<file path="config.mk">
export PLATFORM = sky130hd
export DESIGN_NAME = mem_port_arbiter
export DESIGN_NICKNAME = d
export VERILOG_FILES = /design/src/rtl/mem_arb_pkg.sv /design/src/rtl/mem_arb_watchdog.sv /design/src/rtl/mem_port_arbiter.sv
export SDC_FILE = /design/constraint.sdc
export NUM_CORES = 1
export LEC_CHECK = 0
export CAP_MARGIN = 25
export CORE_AREA = 2 2 193 195
export CTS_CLUSTER_DIAMETER = 100
export DETAILED_ROUTE_END_ITERATION = 10
export DIE_AREA = 0 0 195 197
export SYNTH_ARGS = -nofsm -noshare
export SYNTH_HDL_FRONTEND = slang
export SYNTH_SLANG_ARGS = --single-unit
</file>
<file path="constraint.sdc">
create_clock -name clk -period 1.95 [get_ports clk]
set_clock_uncertainty 0.1 [all_clocks]
set_input_delay 0.39 -clock clk [delete_from_list [all_inputs] [get_ports clk]]
set_output_delay 0.39 -clock clk [all_outputs]
set_load 0.01 [all_outputs]
</file>
<file path="src/rtl/mem_arb_pkg.sv">
// Shared types and constants for the instruction/data memory port arbiter.
// Optional feature macro: MEM_ARB_TIMEOUT_EN (watchdog + sticky mem_err).
package mem_arb_pkg;

  localparam int ADDR_W  = 64;
  localparam int DATA_W  = 64;
  localparam int INSTR_W = 32;

  // Fetch loses at most this many arbitrations in a row before it is forced in.
  localparam logic [2:0] STARVE_LIMIT = 3'd4;

  // WAIT-state cycles without mem_ready before the watchdog abandons a transaction.
  localparam int TIMEOUT_CYCLES = 64;

  // Fetches are always 32-bit word accesses.
  localparam logic [2:0] FETCH_SIZE = 3'b010;

  typedef enum logic [1:0] {
    IDLE    = 2'd0,
    IF_WAIT = 2'd1,
    DM_WAIT = 2'd2
  } arb_state_t;

  // Saturating increment of the fetch starvation counter.
  function automatic logic [2:0] starve_inc(input logic [2:0] cnt);
    return (cnt >= STARVE_LIMIT) ? STARVE_LIMIT : cnt + 3'd1;
  endfunction

endpackage

</file>
<file path="src/rtl/mem_arb_watchdog.sv">
// Counts consecutive WAIT-state cycles and flags expiry when the memory
// has not answered within TIMEOUT_CYCLES. Only used with MEM_ARB_TIMEOUT_EN.
module mem_arb_watchdog
  import mem_arb_pkg::*;
(
  input  logic clk,
  input  logic rst_n,
  input  logic active,
  input  logic ready,
  output logic expired
);

  logic [6:0] count_reg;
  logic [6:0] count_next;

  // Expire in the last allowed WAIT cycle when no completion arrives.
  always_comb begin
    expired    = active && !ready && (count_reg == 7'(TIMEOUT_CYCLES - 1));
    count_next = count_reg + 7'd1;
    if (!active || ready || expired) begin
      count_next = '0;
    end
  end

  // Cycle counter register.
  always_ff @(posedge clk or negedge rst_n) begin
    if (!rst_n) begin
      count_reg <= '0;
    end else begin
      count_reg <= count_next;
    end
  end

endmodule

</file>
<file path="src/rtl/mem_port_arbiter.sv">
// Arbitrates instruction fetch and data accesses onto one memory port with
// exactly one outstanding transaction. Data wins unless fetch has been
// starved STARVE_LIMIT times. Optional macro: MEM_ARB_TIMEOUT_EN adds a
// watchdog that abandons a hung transaction and sets a sticky mem_err.
module mem_port_arbiter
  import mem_arb_pkg::*;
(
  input  logic                clk,
  input  logic                rst_n,
  input  logic                if_req,
  input  logic [ADDR_W-1:0]   if_addr,
  output logic [INSTR_W-1:0]  if_rdata,
  output logic                if_valid,
  input  logic                dm_req,
  input  logic                dm_we,
  input  logic [ADDR_W-1:0]   dm_addr,
  input  logic [DATA_W-1:0]   dm_wdata,
  input  logic [2:0]          dm_funct3,
  output logic [DATA_W-1:0]   dm_rdata,
  output logic                dm_valid,
  output logic                mem_req,
  output logic                mem_we,
  output logic [ADDR_W-1:0]   mem_addr,
  output logic [DATA_W-1:0]   mem_wdata,
  output logic [2:0]          mem_size,
  input  logic                mem_ready,
  input  logic [DATA_W-1:0]   mem_rdata,
  output logic                stall_if,
  output logic                stall_mem
`ifdef MEM_ARB_TIMEOUT_EN
  ,
  output logic                mem_err
`endif
);

  arb_state_t         state_reg, state_next;
  logic [ADDR_W-1:0]  addr_reg, addr_next;
  logic [DATA_W-1:0]  wdata_reg, wdata_next;
  logic               we_reg, we_next;
  logic [2:0]         size_reg, size_next;
  logic [2:0]         starve_reg, starve_next;
  logic [INSTR_W-1:0] if_rdata_reg, if_rdata_next;
  logic [DATA_W-1:0]  dm_rdata_reg, dm_rdata_next;
  logic               if_valid_reg, if_valid_next;
  logic               dm_valid_reg, dm_valid_next;
  logic               if_qual, dm_qual;
  logic               wd_expired;

`ifdef MEM_ARB_TIMEOUT_EN
  logic err_reg;

  mem_arb_watchdog u_watchdog (
    .clk     (clk),
    .rst_n   (rst_n),
    .active  (state_reg != IDLE),
    .ready   (mem_ready),
    .expired (wd_expired)
  );

  // Sticky error flag, cleared only by reset.
  always_ff @(posedge clk or negedge rst_n) begin
    if (!rst_n) begin
      err_reg <= 1'b0;
    end else if (wd_expired) begin
      err_reg <= 1'b1;
    end
  end

  assign mem_err = err_reg;
`else
  assign wd_expired = 1'b0;
`endif

  // A request whose completion pulse is showing this cycle is already
  // served; it must not win a second grant.
  assign if_qual = if_req && !if_valid_reg;
  assign dm_qual = dm_req && !dm_valid_reg;

  // Next-state, grant and completion logic.
  always_comb begin
    state_next    = state_reg;
    addr_next     = addr_reg;
    wdata_next    = wdata_reg;
    we_next       = we_reg;
    size_next     = size_reg;
    starve_next   = starve_reg;
    if_rdata_next = if_rdata_reg;
    dm_rdata_next = dm_rdata_reg;
    if_valid_next = 1'b0;
    dm_valid_next = 1'b0;

    case (state_reg)
      IDLE: begin
        if (if_qual && (!dm_qual || starve_reg == STARVE_LIMIT)) begin
          addr_next   = if_addr;
          wdata_next  = '0;
          we_next     = 1'b0;
          size_next   = FETCH_SIZE;
          starve_next = '0;
          state_next  = IF_WAIT;
        end else if (dm_qual) begin
          addr_next  = dm_addr;
          wdata_next = dm_wdata;
          we_next    = dm_we;
          size_next  = dm_funct3;
          state_next = DM_WAIT;
          if (if_qual) begin
            starve_next = starve_inc(starve_reg);
          end
        end
      end
      IF_WAIT: begin
        if (mem_ready) begin
          if_rdata_next = mem_rdata[INSTR_W-1:0];
          if_valid_next = 1'b1;
          state_next    = IDLE;
        end else if (wd_expired) begin
          if_rdata_next = '0;
          if_valid_next = 1'b1;
          state_next    = IDLE;
        end
      end
      DM_WAIT: begin
        if (mem_ready) begin
          // Stores complete without disturbing the last load value.
          if (!we_reg) begin
            dm_rdata_next = mem_rdata;
          end
          dm_valid_next = 1'b1;
          state_next    = IDLE;
        end else if (wd_expired) begin
          dm_rdata_next = '0;
          dm_valid_next = 1'b1;
          state_next    = IDLE;
        end
      end
      default: begin
        state_next = IDLE;
      end
    endcase
  end

  // State and latched transaction registers; reset abandons any transfer.
  always_ff @(posedge clk or negedge rst_n) begin
    if (!rst_n) begin
      state_reg    <= IDLE;
      addr_reg     <= '0;
      wdata_reg    <= '0;
      we_reg       <= 1'b0;
      size_reg     <= '0;
      starve_reg   <= '0;
      if_rdata_reg <= '0;
      dm_rdata_reg <= '0;
      if_valid_reg <= 1'b0;
      dm_valid_reg <= 1'b0;
    end else begin
      state_reg    <= state_next;
      addr_reg     <= addr_next;
      wdata_reg    <= wdata_next;
      we_reg       <= we_next;
      size_reg     <= size_next;
      starve_reg   <= starve_next;
      if_rdata_reg <= if_rdata_next;
      dm_rdata_reg <= dm_rdata_next;
      if_valid_reg <= if_valid_next;
      dm_valid_reg <= dm_valid_next;
    end
  end

  assign mem_req   = (state_reg == IF_WAIT) || (state_reg == DM_WAIT);
  assign mem_we    = we_reg;
  assign mem_addr  = addr_reg;
  assign mem_wdata = wdata_reg;
  assign mem_size  = size_reg;
  assign if_rdata  = if_rdata_reg;
  assign dm_rdata  = dm_rdata_reg;
  assign if_valid  = if_valid_reg;
  assign dm_valid  = dm_valid_reg;
  assign stall_if  = if_req && !if_valid_reg;
  assign stall_mem = dm_req && !dm_valid_reg;

endmodule

</file>
==> run metrics <==
Min Hold Slack=0.296 ns; number of max-cap violations=0; critical path class=flop to output pin; Avg Inst Size Synth=12.3 µm²; Synth Instances=748; Seq cells post-synth=235; dpl cells=1716; CTS tree=built; WL final=33.3 mm; DP HPWL=24.8 mm; Post-Syn Area=0.00924 mm²; Bufs and invs on worst path=1; outcome=finished, final reports clean; fraction of registers with async set/reset=1.00; Flop pwr share=0.341; P_int=16.2 mW; sw power=8.55 mW; global-route wire length before repair=50.5 mm; H-tree depth=1; root buffer cell=clkbuf_16; Power Density=1530 mW/mm²; Initial Util=0.255; iteration count of the initial detailed-routing pass=5; Sink Count=235; largest net degree at the start of global routing=53; Nets=1551; IO Count=498; register area share after synthesis=0.637; Buffers on Ports=497; gp weighted congestion=0.822; Worst Path Max Fanout=2; Distinct cells, synth=30; Worst path max stage delay=0.54 ns; Final ANT Viol Nets=0; Clock Path Buffers=3; fill count=3444; RR Startpoint=starve_reg[0]; FP Rows=70; cell taking the most area after synthesis=dfrtp_1; Sw Share=0.345; combinational share of power=0.459; die width=195 µm; count leader, synth=dfrtp_1; Post-Route Setup TNS=0 ns; DRC viols=0; CP delay by family, top=buffers and inverters; Final Max Slew Viols=0; Cell Count, Final, Fillers Out=1770; clk_lat worst skew=0.53 ns; Max Freq=525 MHz; top post-synthesis cells by area=dfrtp_1 64%, mux2_2 12%, a21oi_1 7.0%, a22o_1 6.4%, nand2_1 2.8%; area delta synth->final=75.1%; yosys warns=0; # setup viols final=0; CP max stage cell=clkdlybuf4s50_1; top cell type's share of synthesized area=0.637; Static Leak=7.87 nW; clock power share=0.200; CP endpoint kind=output pin; Req. time, crit path=1.46 ns; CORE AREA=0.0363 mm²; via count=7991; period utilization=0.977; Layout Utilization=0.446; Total GRT Usage=0.167; hold crit path type=input port to asynchronous set/reset pin; initial antenna violation count=1; EDFF count, synth=0; layout cells sized above 1=0.164; Rel. slew slack=0.682; vias in the first global route=8597; Final Hold Fails=0; main flop type after synthesis=dfrtp_1; grt total ovfl=0; Post-synth top cells=235 x dfrtp_1, 130 x a21oi_1, 96 x mux2_2, 69 x nand2_1, 67 x a22o_1; worst r2r path cells=7; r2r endpoint=mem_wdata[28]; maximum vdd ir drop=0.888 mV; drt via density=4.51; cell breakdown of the critical path=clkdlybuf4s50_1; min Tclk post-route=1.91 ns; Routed WL per cell=18.8 µm; die area=0.0384 mm²; die height=197 µm; clk slew on worst S/H paths=0.06 ns; Inserted Clock Buffers=27; Critical Path Start Type=flop; worst slew pin tran=0.477 ns; Reg2Reg Setup Slack=0.09 ns; post-synthesis net count=1018; Initial DRC Count=241; Arr. time, crit path=1.42 ns
## logic make-up (layout without fill, tap and decap cells)
logic type,after synthesis,count (layout),synth area share
AO/OA/AOI/OAI,206,206,0.142
adder cells (fa/ha/maj),5,5,0.00677
buffers and inverters,60,613,0.0344
flip-flops,235,235,0.637
multiplexers,96,96,0.117
other,0,1,0
AND/OR/NAND/NOR,146,146,0.0633
## timing repair
action                                 4_1_cts  5_1_grt
hold buffers                                 1        0
pin swaps                                    0        2
buffers inserted                             0        3
gates resized for setup                    164       69
setup endpoints to repair                  152       89
endpoints found under the hold margin       40        0
## through the flow
| step | total power [mW] | instance area (µm²) | worst slack [ns] |
|---|---|---|---|
| global placement | 21.1 | 15300 | -0.415 |
| global route | 26.4 | 16200 | -0.00255 |
| floorplan | 13.7 | 9240 | 0.208 |
| finish | 24.8 | 16200 | 0.0444 |
| CTS | 25.3 | 16000 | 0.000157 |
| detailed placement | 21.2 | 15300 | -0.405 |
## power by group through the flow
stage,Clock (mW),Sequential (mW),Combinational [mW]
after floorplan,0,9.57,4.11
after global placement,0,8.52,12.5
after detailed placement,0,8.57,12.7
after CTS,5.16,8.48,11.7
after global routing,5.35,8.75,12.3
final,4.97,8.45,11.4
## cell type report
type                            instances  area, µm²  share of cell area
Antenna cell                            1       2.50            0.000155
Clock buffer                           41        788              0.0487
Clock inverter                          8       72.6             0.00449
Inverter                                6       22.5             0.00139
Multi-Input combinational cell        453       3080               0.190
Sequential cell                       235       5880               0.364
Tap cell                              468        586              0.0362
Timing Repair Buffer                  558       5740               0.355
## routing by layer
layer / part of all wire / GRT usage / routed length (µm)
met1: 0.40 / 0.204 / 13400
met2: 0.49 / 0.283 / 16200
met3: 0.089 / 0.0525 / 2960
met5: 0 / 0 / 0
met4: 0.023 / 0.0486 / 775
## layout by cell type, fill, tap and decap left out, types with 34 or more instances in the layout
cell / instances
dlygate4sd2_1: 149
mux2_2: 96
a22o_1: 67
dfrtp_1: 235
clkdlybuf4s50_1: 278
a21oi_1: 130
nor2_1: 65
dlymetal6s2s_1: 66
nand2_1: 69
buf_4: 34
## how the worst max path moves through the flow
stage                              from      endpoint  slack, ns  cells past startpoint
after floorplan            state_reg[0]  dm_rdata[10]       0.21                      7
after global placement           if_req   mem_addr[3]      -0.41                      7
final                       mem_addr[7]   mem_addr[7]       0.04                      1
after detailed placement         if_req  mem_addr[34]      -0.40                      7
after CTS                  state_reg[0]       mem_req     0.0002                      3
after global routing      starve_reg[0]  mem_addr[23]     -0.003                      7
(Power assumes the default switching activity.)
